--- config.mk ---
export PLATFORM = sky130hd
export DESIGN_NAME = imul_req_arbiter
export DESIGN_NICKNAME = d
export VERILOG_FILES = /design/src/rtl/imul_req_arbiter.sv
export SDC_FILE = /design/constraint.sdc
export NUM_CORES = 1
export LEC_CHECK = 0
export ABC_AREA = 0
export BUFFER_PORTS_ARGS = -buffer_cell sky130_fd_sc_hd__buf_4
export CORE_MARGIN = 10
export CORE_UTILIZATION = 49
export DETAILED_ROUTE_END_ITERATION = 12
export PLACE_DENSITY = 0.86
export SLEW_MARGIN = 20
export SYNTH_ARGS = -nofsm -noshare
export SYNTH_HDL_FRONTEND = slang
export SYNTH_SLANG_ARGS = --single-unit
--- constraint.sdc ---
create_clock -name clk -period 2.94 [get_ports clk]
set_clock_uncertainty 0.1 [all_clocks]
set_input_delay 0.294 -clock clk [delete_from_list [all_inputs] [get_ports clk]]
set_output_delay 0.294 -clock clk [all_outputs]
set_load 0.05 [all_outputs]
--- src/rtl/imul_req_arbiter.sv ---
// -----------------------------------------------------------------------------
// imul_req_arbiter
//
// Shares one variable-latency 32x32 multiplier between two requesters. Exactly
// one transaction is in flight at a time: a request is accepted in IDLE,
// issued to the multiplier (ISSUE), the product is awaited (WAIT), and then
// returned to the requester that owns the transaction (RESP).
//
// Configuration macro: IMUL_ARB_RR_EN
//   defined   : round-robin arbitration using a 1-bit last_grant register
//               (reset to 1, so port 0 wins the first contention)
//   undefined : fixed priority, port 0 always wins; no last_grant register
//
// Ports (all handshakes are val/rdy, a transfer happens when both are high):
//   clk, reset           rising-edge clock, synchronous active-high reset
//   req0_* / req1_*      requester operands, msg = {a[63:32], b[31:0]}
//   resp0_* / resp1_*    32-bit product back to the owning requester
//   mul_req_*            64-bit operand request to the shared multiplier
//   mul_resp_*           32-bit product from the shared multiplier
//   busy                 high in every state except IDLE
// -----------------------------------------------------------------------------
module imul_req_arbiter (
    input  logic        clk,
    input  logic        reset,

    input  logic        req0_val,
    output logic        req0_rdy,
    input  logic [63:0] req0_msg,

    input  logic        req1_val,
    output logic        req1_rdy,
    input  logic [63:0] req1_msg,

    output logic        resp0_val,
    input  logic        resp0_rdy,
    output logic [31:0] resp0_msg,

    output logic        resp1_val,
    input  logic        resp1_rdy,
    output logic [31:0] resp1_msg,

    output logic        mul_req_val,
    input  logic        mul_req_rdy,
    output logic [63:0] mul_req_msg,

    input  logic        mul_resp_val,
    output logic        mul_resp_rdy,
    input  logic [31:0] mul_resp_msg,

    output logic        busy
);

    typedef enum logic [1:0] {
        IDLE  = 2'd0,
        ISSUE = 2'd1,
        WAIT  = 2'd2,
        RESP  = 2'd3
    } state_t;

    state_t      state;
    state_t      state_next;

    logic [63:0] latched_msg;  // operands of the in-flight transaction
    logic        owner;        // requester that owns the in-flight transaction
    logic [31:0] prod0;        // last product returned to port 0
    logic [31:0] prod1;        // last product returned to port 1

    logic        grant;        // arbitration winner when a request is present
    logic        accept0;
    logic        accept1;
    logic        prod_fire;

    // -------------------------------------------------------------------------
    // Arbitration
    // -------------------------------------------------------------------------
`ifdef IMUL_ARB_RR_EN
    logic last_grant;

    // With both ports requesting, the port that did not win last time goes.
    always_comb begin
        if (req0_val && req1_val) begin
            grant = ~last_grant;
        end else begin
            grant = req1_val;
        end
    end

    // last_grant moves only on an accept, so idle cycles do not disturb it.
    always_ff @(posedge clk) begin
        if (reset) begin
            last_grant <= 1'b1;
        end else if (accept0) begin
            last_grant <= 1'b0;
        end else if (accept1) begin
            last_grant <= 1'b1;
        end
    end
`else
    // Fixed priority: port 1 only wins when port 0 is not requesting.
    assign grant = ~req0_val;
`endif

    assign accept0   = (state == IDLE) && req0_val && !grant;
    assign accept1   = (state == IDLE) && req1_val &&  grant;
    assign prod_fire = (state == WAIT) && mul_resp_val;

    // -------------------------------------------------------------------------
    // FSM: state register
    // -------------------------------------------------------------------------
    // NOTE: sequential state uses non-blocking (<=) so every register samples
    // pre-edge values; blocking here would create order-dependent simulation.
    always_ff @(posedge clk) begin
        if (reset) begin
            state <= IDLE;
        end else begin
            state <= state_next;
        end
    end

    // -------------------------------------------------------------------------
    // FSM: next state and handshake outputs
    // -------------------------------------------------------------------------
    // NOTE: every output of this block gets a default first; a path that
    // skipped an assignment would otherwise infer a latch.
    always_comb begin
        state_next   = state;
        req0_rdy     = 1'b0;
        req1_rdy     = 1'b0;
        mul_req_val  = 1'b0;
        mul_resp_rdy = 1'b0;
        resp0_val    = 1'b0;
        resp1_val    = 1'b0;

        case (state)
            IDLE: begin
                req0_rdy = accept0;
                req1_rdy = accept1;
                if (accept0 || accept1) begin
                    state_next = ISSUE;
                end
            end
            ISSUE: begin
                mul_req_val = 1'b1;
                if (mul_req_rdy) begin
                    state_next = WAIT;
                end
            end
            WAIT: begin
                mul_resp_rdy = 1'b1;
                if (mul_resp_val) begin
                    state_next = RESP;
                end
            end
            RESP: begin
                resp0_val = ~owner;
                resp1_val =  owner;
                if (owner ? resp1_rdy : resp0_rdy) begin
                    state_next = IDLE;
                end
            end
            default: begin
                state_next = IDLE;
            end
        endcase
    end

    // -------------------------------------------------------------------------
    // Datapath registers
    // -------------------------------------------------------------------------
    // NOTE: these data registers are reset on purpose: the message outputs are
    // observable and must read 0 after reset, not leftover operands/products.
    always_ff @(posedge clk) begin
        if (reset) begin
            latched_msg <= 64'd0;
            owner       <= 1'b0;
            prod0       <= 32'd0;
            prod1       <= 32'd0;
        end else begin
            if (accept0) begin
                latched_msg <= req0_msg;
                owner       <= 1'b0;
            end else if (accept1) begin
                latched_msg <= req1_msg;
                owner       <= 1'b1;
            end

            // Each port keeps its own last product so its msg stays stable
            // between transactions that belong to the other port.
            if (prod_fire) begin
                if (owner) begin
                    prod1 <= mul_resp_msg;
                end else begin
                    prod0 <= mul_resp_msg;
                end
            end
        end
    end

    assign mul_req_msg = latched_msg;
    assign resp0_msg   = prod0;
    assign resp1_msg   = prod1;
    assign busy        = (state != IDLE);

endmodule

# Yosys cells after proc, flatten, opt, wreduce, memory -nomap -nowiden
# Index checks and enable logic that the tools add are counted.
# word_totals
reg_bits	131
latch_bits	0
ramBits	0
romBits	0
output_inout_bits	135
wordCells	41
n_memories	0
# classes
n_addsub	0
multipliers	0
div_mod_pow	0
order_cmp	0
n_eq_ne	7
shift	0
n_mux	14
bitwise_logic	2
n_reduce_logical	13
# ops
cell	n
2-to-1 mux 64 bit	2
2-to-1 mux 2 bit	4
one-hot mux 2 bit (4 select lines)	1
2-to-1 mux 1 bit	7
!= test 2 bit, second input constant	3
logical AND 1 bit	5
equality test 2 bit, second input constant	2
AND reduction 2 bit	2
AND reduction 4 bit	1
nonzero test 2 bit	2
equality test 2 x 1 -> 1 bit, second input constant	1
logical NOT 2 bit	1
!= test 2 x 1 -> 1 bit, second input constant	1
NOT 1 bit	2
OR reduction 2 bit	1
logical OR 1 bit	1

# Depth between registers and ports, before layout
# Gate-level depths: netlist (run 1).
# logic_depth
ltp_word	6
mapped_depth	8
mapped_depth_nobuf	6

# Least setup slack after synthesis (run 1)
# OpenSTA, ideal clock, no wires.
# synth_path
path_kind	reg2reg
start	reg state[0]
end	reg prod0[10] (netlist: resp0_msg[10])
arrival_ps	1766
setup_slack_ps	942
path_stages_with_launch	9
n_path_buf	2
period_less_slack_ps	1998
path_cell_list	dfxtp_1 inv_1 ha_1 nand2_1 or2_2 clkbuf_1 buf_4 nand2_1 a21oi_1
# synth_via
elab_chain_len	3
# synth_rtl
element	line_no	rtl
start, declared	60	state_t state;
start signal, assigned	116	state <= state_next;
equality test 2 bit	105	assign prod_fire = (state == WAIT) && mul_resp_val;
logical AND 1 bit	105	
AND reduction 2 bit (no source line)	--	
end signal, assigned	193	prod0 <= mul_resp_msg;
end, declared	65	logic [31:0] prod0;
# No other way between the ends.
# A chain may end at the register's enable or synchronous reset.

# Final worst setup path (run 1)
# layout_path
start	reg state[0]
end	out req0_rdy
# layout_via
elab_chain_len	4
# layout_rtl
element	line_no	rtl
logical NOT 2 bit (*)	103, 134	
logical AND 1 bit (2 in a row)	103	assign accept0 = (state == IDLE) && req0_val && !grant;
2-to-1 mux 1 bit (*)	134	case (state)
end, declared	27	output logic req0_rdy,
# Every way passes the cells marked *; elsewhere a longest branch is shown, timed or not.

==> results_dict.tcl, run 1 <==
set metrics [dict create \
    cts.sinks 131 \
    status "finished clean" \
    ant_nets 0 \
    die_h_um 128 \
    cts_buffer_depth 2 \
    cts_tree "built" \
    pwr_density_cell_mw_per_mm2 996 \
    place.gp.congestion 0.842 \
    yosys.area_share.simple_pct 22.8 \
    max_freq_mhz 424 \
    fin_nets 1124 \
    ys_ff_latch 131 \
    std_cell_rows 39 \
    synth_fa_ha_area_share_pct 1.10 \
    insertion_delay_ns 0.41 \
    grt_pass1_vias 5667 \
    antenna_found_initial 0 \
    hpwl_mm 15.6 \
    syn_to_final_growth_pct 49.5 \
    fin_hold_ws_ns 0.0353 \
    drt-total-wl_mm 20.5 \
    period_minus_slack_ns 2.36 \
    io_buffers 302 \
    placed_area_mm2 0.00794 \
    die_w_um 128 \
    final_cell_area_mm2 0.00854 \
    crit_fanout 26 \
    postCtsHoldBufs 0 \
    core-area_mm2 0.0114 \
    dp_cells 1075 \
    relSlewSlack_pct 54.2 \
    drv_slew 0 \
    hold_class "input port to register" \
    regToRegStartpoint "state[0]" \
    synthesis.area_mm2 0.00571 \
    synth_top_family_by_area "simple AND/OR/NAND/NOR gates" \
    synth_cell_types 29 \
    muxShareOfSynthArea_pct 0.175 \
    grt_setup_unrepaired "no" \
    worst_pin_slew_ns 0.687 \
    grt.total_usage_pct 23.5 \
    hold_viol 0 \
    final.setup.tns_ns 0 \
    drc 0 \
    worstSetupPathType "register to output pin" \
    clk_pin_slew_ns 0.06 \
    syn-num-nets 846 \
    cts_root_buf "clkbuf_16" \
    stdcell_count 1107 \
    synth_warnings 0 \
    reg2regPathDepth 7 \
    diodes 0 \
    cp_data_arrival_time_ns 1.97 \
    cp.required_ns 2.55 \
    ir_drop_mv 0.618 \
    grt_pass1_wl_mm 30.6 \
    wl_per_cell_um 18.5 \
    worstSetupStartpointType "register" \
    synthesis.instances 673 \
    drv_cap 0 \
    drt_iter0_drc 379 \
    cts-resized-gates 0 \
    dr.pass1.iters 4 \
    grt_max_degree 66 \
    syn_avg_cell_area_um2 8.49 \
    end_kind "output pin" \
    r2r_end "mul_req_msg[36]" \
    min_to "resp1_msg[15]" \
    vias_per_cell 5.24 \
    start_util_pct 50.0 \
    r2r_setup_slack_ns 0.67 \
    hold_path_startpoint "mul_resp_msg[15]" \
    postCtsSetupBuffers 0 \
    fin_crit_sh_pct 80.3 \
    synthXorXnorAreaFrac_pct 0 \
    yosysSeqAreaShare_pct 45.9 \
    io_pins 303 \
    p_leak_nw 3.77 \
    cts_buffers 17 \
    hold-path-cell-count 3 \
    h-tree-depth 4 \
    synth_compound_area_share_pct 22.7 \
    layout-drive-gt1-share_pct 43.2 \
    num_vias 5796 \
    grt_overflow_total 0 \
    setup_viol 0 \
    die-area_mm2 0.0164 \
]
==> Yosys cell counts <==
library cell	n	area [um2]
dfxtp_1	131	2620
and3_1	1	6.26
buf_1	1	3.75
nand3_1	2	10.0
nor2_1	65	244
nand4_1	1	6.26
and2_1	1	6.26
inv_1	6	22.5
a31o_2	2	17.5
nand2_2	2	12.5
a311oi_1	5	43.8
clkbuf_1	15	56.3
buf_6	3	33.8
a21oi_1	67	335
or2_2	1	6.26
buf_8	7	105
clkbuf_2	1	5.00
nand2b_1	1	6.26
o2111ai_1	1	8.76
buf_2	18	90.1
ha_1	5	62.6
nor2b_1	1	6.26
a22oi_1	1	7.51
buf_4	13	97.6
a311oi_2	59	886
mux2i_1	1	10.0
inv_2	1	3.75
nand2_1	260	976
nand3b_4	1	20.0
==> power by group <==
part | switching, mW | leakage [nW] | internal (mW)
Combinational | 2.75 | 2.41 | 1.25
Clock | 0.787 | 0.287 | 1.35
Sequential | 0.209 | 1.07 | 2.15
==> worst max-delay path: stages, from the launching register on <==
cell	delay, ns
dfxtp_1	0.32
inv_1	0.13
ha_1	0.30
nand2_2	0.08
inv_2	0.40
buf_4	0.30
==> cell usage in the layout (no fill, tap or decap), types with 6 or more instances in the layout <==
| master | Yosys | routed |
|---|---|---|
| a21oi_1 | 67 | 67 |
| a311oi_2 | 59 | 59 |
| buf_4 | 13 | 313 |
| clkbuf_16 | 0 | 17 |
| dfxtp_1 | 131 | 131 |
| inv_1 | 6 | 6 |
| nand2_1 | 260 | 260 |
| nor2_1 | 65 | 64 |
==> stage by stage <==
stage               setup WS [ns]  util (%)  power [mW]
floorplan                   0.942         -        5.37
global placement            0.870      69.5        6.34
detailed placement          0.740      69.5        6.40
CTS                         0.551      74.8        8.56
global route                0.469      74.8        8.90
finish                      0.581      74.8        8.50
==> cell type report <==
cell class	count	area [um2]
Timing Repair Buffer	317	2430
Tap cell	143	179
Multi-Input combinational cell	477	2680
Clock inverter	14	163
Inverter	7	26.3
Fill cell	828	2880
Clock buffer	18	439
Sequential cell	131	2620
==> how the worst max path moves through the flow <==
stage | start | cells after the start | end
2_1_floorplan | state[0] | 8 | resp0_msg[10]
3_3_place_gp | state[0] | 7 | mul_req_msg[24]
3_5_place_dp | state[0] | 7 | mul_req_msg[12]
4_1_cts | state[0] | 5 | req0_rdy
5_1_grt | state[0] | 5 | req0_rdy
6_report | state[0] | 5 | req0_rdy
==> registers in the layout, summed over array words and instances (netlist names) <==
register	count
mul_req_msg	64
owner	1
resp1_msg	32
resp0_msg	32
state	2
==> layer usage <==
layer | global-route usage, % | wire (um)
met5 | 0 | 0
met4 | 9.21 | 561
met3 | 12.2 | 2350
met2 | 39.2 | 10200
met1 | 24.7 | 7380
==> kinds of logic (layout without fill, tap and decap cells) <==
logic type / after synthesis / in the layout
AOI/OAI and AO/OA: 135 / 135
DFF: 131 / 131
and+or+nand+nor: 336 / 336
buffers and inverters: 65 / 356
muxes: 1 / 1
adders and majority gates: 5 / 5
(Power assumes the default switching activity.)
==> run 2, diff against run 1 <==
--- a/config.mk
+++ b/config.mk
@@ -8,9 +8,9 @@
 export ABC_AREA = 0
 export BUFFER_PORTS_ARGS = -buffer_cell sky130_fd_sc_hd__buf_4
 export CORE_MARGIN = 10
-export CORE_UTILIZATION = 49
+export CORE_UTILIZATION = 41
 export DETAILED_ROUTE_END_ITERATION = 12
-export PLACE_DENSITY = 0.86
+export PLACE_DENSITY = 0.77
 export SLEW_MARGIN = 20
 export SYNTH_ARGS = -nofsm -noshare
 export SYNTH_HDL_FRONTEND = slang
==> constraint.sdc (replaced) <==
create_clock -name clk -period 2.1 [get_ports clk]
set_clock_uncertainty 0.1 [all_clocks]
set_input_delay 0.21 -clock clk [delete_from_list [all_inputs] [get_ports clk]]
set_output_delay 0.21 -clock clk [all_outputs]
set_load 0.05 [all_outputs]
==> run 2 against run 1 <==
Effect of this change: total power grew 52%; critical path depth up 2; die area grew 16%; final cell count grew 17%; sequential power increased by 43%; clock-buffer cell count up 6; setup slack worse by 0.47 ns; clock power up 55%; combinational power is 56% higher; sequential cell count stayed put; utilization down 0.87 points; via count rose by 19%; critical endpoint is now mul_req_msg[14]; largest cell class is now non-clock buffers; highest routed layer unchanged.
==> results_dict.tcl, run 2 (same netlist as run 1, synthesis figures left out) <==
set metrics [dict create \
    period_minus_slack_ns 1.99 \
    final_common_cell "buf_4" \
    core-area_mm2 0.0138 \
    wl_per_cell_um 20.5 \
    start_util_pct 41.5 \
    setup.worst_path.start "state[0]" \
    worstSetupPathType "register to register" \
    std_cell_rows 43 \
    seqPwrFrac_pct 26.1 \
    hpwl_mm 15.6 \
    status "finished clean" \
    ant_nets 0 \
    clkPwrFrac_pct 25.5 \
    antenna_found_initial 2 \
    hold_viol 0 \
    p_switching_mw 5.68 \
    busiest_layer "met2" \
    drc 0 \
    io_buffers 302 \
    end_kind "register" \
    worstSetupStartpointType "register" \
    hold_class "input port to register" \
    drt_iter0_drc 362 \
    cts_root_buf "clkbuf_16" \
    path_buf_inv 2 \
    postLayoutCoreUtil_pct 73.9 \
    cpMaxStageDelayCell "a311oi_2" \
    crit_fanout 29 \
    grt_use_met2_pct 45.2 \
    grt_max_degree 67 \
    cts.sinks 131 \
    max_stage_delay_ns 0.33 \
    io_pins 303 \
    fin_nets 1273 \
    relSlewSlack_pct 54.5 \
    cp_data_arrival_time_ns 2.19 \
    max_freq_mhz 503 \
    p_leak_nw 4.44 \
    sw_frac_of_total_pct 44.0 \
    regToRegStartpoint "state[0]" \
    met1_usage_pct 26.6 \
    path_delay_family "simple AND/OR/NAND/NOR gates" \
    die-area_mm2 0.0191 \
    worst_pin_slew_ns 0.683 \
    hold_path_startpoint "req1_msg[48]" \
    postCtsSetupBuffers 0 \
    p_comb_share_pct 48.4 \
    h-tree-depth 4 \
    drv_cap 0 \
    num_vias 6910 \
    clk_pin_slew_ns 0.06 \
    cp.required_ns 2.30 \
    layout_common_cells "315 x buf_4, 260 x nand2_1, 143 x dlygate4sd3_1, 131 x dfxtp_1, 67 x a21oi_1" \
    final.setup.tns_ns 0 \
    cts_buffers 17 \
    cts_tree "built" \
    intPower_mw 7.24 \
    insertion_delay_ns 0.41 \
    pwr_density_cell_mw_per_mm2 1270 \
    ir_drop_mv 0.756 \
    die_w_um 138 \
    drt-total-wl_mm 26.6 \
    cts_buffer_depth 2 \
    setup_viol 0 \
    fin_crit_sh_pct 94.8 \
    vias_per_cell 5.34 \
    grt_pass1_vias 7374 \
    grt_pass1_wl_mm 41.0 \
    place.gp.congestion 0.820 \
    dr.pass1.iters 5 \
    die_h_um 138 \
    grt_setup_unrepaired "no" \
    layout-drive-gt1-share_pct 37.9 \
    crit_chain "inv_1 -> ha_1 -> nand2_1 -> nand2_8 -> buf_12 -> nor2_1 -> a311oi_2" \
    grt.total_usage_pct 26.5 \
    drv_slew 0 \
    largest_reg_flops 64 \
    grt_overflow_total 0 \
    syn_to_final_growth_pct 78.2 \
    use_met3_pct 10.8 \
]
-- run 2: cell type report --
class / count / area, um2
tap: 180 / 225
antenna: 2 / 5.00
sequential: 131 / 2620
timing repair buffer: 466 / 3940
clock inverter: 8 / 145
multi-input combinational: 477 / 2700
fill: 922 / 3590
inverter: 7 / 26.3
clock buffer: 24 / 512
-- run 2: power by group through the flow --
stage	Sequential (mW)	Clock, mW	Combinational, mW
floorplan	5.02	0	2.50
global placement	3.32	0	5.66
detailed placement	3.33	0	5.74
CTS	3.30	3.31	5.99
global route	3.41	3.43	6.54
finish	3.37	3.30	6.25
-- run 2: tightest hold or removal path, stage by stage --
cell and delay [ns]:
buf_4 0.11, nand2_1 0.06, a311oi_2 0.09
-- run 2: through the flow --
| step | setup WS (ns) | hold slack [ns] | power [mW] | cell area (um2) | instances |
|---|---|---|---|---|---|
| after floorplan | 0.102 | 0.246 | 7.52 | 5710 | 673 |
| after global placement | 0.254 | 0.342 | 8.98 | 8050 | 1118 |
| after detailed placement | 0.142 | 0.347 | 9.07 | 8050 | 1118 |
| after CTS | 0.0390 | 0.000190 | 12.6 | 10200 | 1293 |
| after global routing | 0.00764 | 0.0166 | 13.4 | 10200 | 1295 |
| final | 0.110 | 0.0121 | 12.9 | 10200 | 1295 |
-- run 2: metal layers --
layer / vias up / wire length, um
li1: 3112 / -
met1: 3204 / 9220
met2: 476 / 13000
met3: 118 / 2910
met4: 0 / 1480
met5: - / 0
-- run 2: path summary, 6_finish.rpt --
check	slack, ns	end	cells past startpoint
hold reg to reg	0.35	resp0_msg[26]	2
setup / recovery	0.11	mul_req_msg[14]	7
hold / removal	0.01	mul_req_msg[48]	3
setup reg to reg	0.11	mul_req_msg[14]	7
-- run 2: what timing repair did --
action | in CTS | in global routing
endpoints found under the hold margin | 126 | 0
setup endpoints to repair | 1 | 2
gates resized for setup | 3 | 3
hold buffers | 143 | 0
cloned | 0 | 0
==> run 3, diff against run 2 <==
--- a/config.mk
+++ b/config.mk
@@ -11,6 +11,7 @@
 export CORE_UTILIZATION = 41
 export DETAILED_ROUTE_END_ITERATION = 12
 export PLACE_DENSITY = 0.77
+export SETUP_SLACK_MARGIN = 0.15
 export SLEW_MARGIN = 20
 export SYNTH_ARGS = -nofsm -noshare
 export SYNTH_HDL_FRONTEND = slang
==> run 3 against run 2 <==
Effect of this change: die area unchanged; design area is 1.5% higher; non-clock buffer count is 8 higher; sequential share of layout area fell by 0.37 points; critical path depth unchanged; final cell count up 1.0%; utilization increased by 1.1 points; combinational power grew 4.3%; clock-buffer cell count is the same; first-iteration DRC count rose by 51%; critical path type unchanged; critical endpoint is now mul_req_msg[18]; largest cell class unchanged.
==> results_dict.tcl, run 3 (same netlist as run 1, synthesis figures left out) <==
set metrics [dict create \
    fin_crit_sh_pct 92.1 \
    dr.pass1.iters 5 \
    grt.total_usage_pct 26.5 \
    final.setup.tns_ns 0 \
    ir_drop_mv 0.879 \
    antenna_found_initial 7 \
    postLayoutCoreUtil_pct 75.0 \
    worstSetupStartpointType "register" \
    clk_pin_slew_ns 0.06 \
    cts_buffers 17 \
    cts_root_buf "clkbuf_16" \
    power.total_mw 13.1 \
    hold_path_startpoint "req0_msg[33]" \
    status "finished clean" \
    ant_nets 0 \
    relSlewSlack_pct 74.6 \
    grt_pass1_vias 7145 \
    num_vias 6957 \
    max_freq_mhz 517 \
    wl_per_cell_um 21.5 \
    die-area_mm2 0.0191 \
    core-area_mm2 0.0138 \
    period_minus_slack_ns 1.93 \
    grt_pass1_wl_mm 40.6 \
    cp_data_arrival_time_ns 2.13 \
    crit_fanout 32 \
    pwr_density_cell_mw_per_mm2 1270 \
    max_stage_delay_ns 0.37 \
    cpMaxStageDelayCell "a311oi_2" \
    hpwl_mm 15.1 \
    end_kind "register" \
    drt_iter0_drc 548 \
    hold_viol 0 \
    layout_common_cells "311 x buf_4, 260 x nand2_1, 151 x dlygate4sd3_1, 131 x dfxtp_1, 67 x a21oi_1" \
    final_common_cell "buf_4" \
    fin_nets 1281 \
    drt-total-wl_mm 28.1 \
    drc 0 \
    std_cell_rows 43 \
    cp.required_ns 2.30 \
    dp_cells 1110 \
    hold_class "input port to register" \
    path_delay_family "buffers and inverters" \
    layout-drive-gt1-share_pct 37.9 \
    cts_tree "built" \
    drv_slew 0 \
    cts.sinks 131 \
    crit_chain "inv_2 -> ha_4 -> nand2_2 -> inv_4 -> bufbuf_16 -> nand2_1 -> a311oi_2" \
    worstSetupPathType "register to register" \
    regToRegStartpoint "state[1]" \
    setup_viol 0 \
    syn_to_final_growth_pct 80.8 \
    drv_cap 0 \
    io_buffers 302 \
    h-tree-depth 4 \
    stdcell_count 1308 \
    setup.worst_path.start "state[1]" \
    largest_reg_flops 64 \
    p_leak_nw 4.50 \
    start_util_pct 41.5 \
    place.gp.congestion 0.810 \
    io_pins 303 \
    worst_pin_slew_ns 0.380 \
    insertion_delay_ns 0.41 \
    grt_max_degree 70 \
    vias_per_cell 5.32 \
    grt_setup_unrepaired "no" \
    grt_overflow_total 0 \
    die_h_um 138 \
    die_w_um 138 \
    path_buf_inv 3 \
    cts_buffer_depth 2 \
]
-- run 3: what timing repair did --
item | CTS | global route
endpoints found under the hold margin | 125 | 0
setup buffers | 3 | 3
cloned | 2 | 0
pin swaps | 0 | 1
resized for setup | 5 | 4
hold buffers | 151 | 0
setup endpoints to repair | 1 | 4
-- run 3: path summary, 6_finish.rpt --
| check | cells after the start | slack (ns) | to |
|---|---|---|---|
| setup / recovery | 7 | 0.17 | mul_req_msg[18] |
| hold / removal | 3 | 0.01 | mul_req_msg[33] |
| setup reg to reg | 7 | 0.17 | mul_req_msg[18] |
| hold reg to reg | 2 | 0.35 | resp1_msg[20] |
-- run 3: report_power, final --
| group | internal [mW] | total, mW | switching (mW) |
|---|---|---|---|
| Clock | 2.14 | 3.24 | 1.10 |
| Sequential | 3.01 | 3.37 | 0.361 |
| Combinational | 2.18 | 6.52 | 4.34 |
-- run 3: per-layer routing --
metal / vias up / wire (um) / global-route usage [%]
met4: 0 / 1390 / 14.2
met3: 106 / 3220 / 11.3
li1: 3135 / - / -
met1: 3227 / 9880 / 27.5
met2: 489 / 13600 / 44.6
met5: - / 0 / 0
-- run 3: stage by stage --
stage / cell area (um2) / worst slack [ns] / hold slack, ns
global placement: 8000 / 0.341 / 0.342
global route: 10300 / 0.120 / 0.00245
finish: 10300 / 0.166 / 0.0102
CTS: 10300 / 0.237 / 0.000961
detailed placement: 8000 / 0.230 / 0.348
floorplan: 5710 / 0.283 / 0.246
-- run 3: final cells by class --
cell class | instances | area (um2)
Clock buffer | 24 | 502
Clock inverter | 8 | 146
Multi-Input combinational cell | 477 | 2700
Inverter | 7 | 28.8
Tap cell | 180 | 225
Timing Repair Buffer | 474 | 4090
Antenna cell | 7 | 17.5
Sequential cell | 131 | 2620
Fill cell | 902 | 3450
-- run 3: worst reg2reg max path, cell delays in order (launching register included) --
cell	delay, ns
dfxtp_1	0.34
inv_2	0.11
ha_4	0.18
nand2_2	0.10
inv_4	0.10
bufbuf_16	0.34
nand2_1	0.17
a311oi_2	0.37
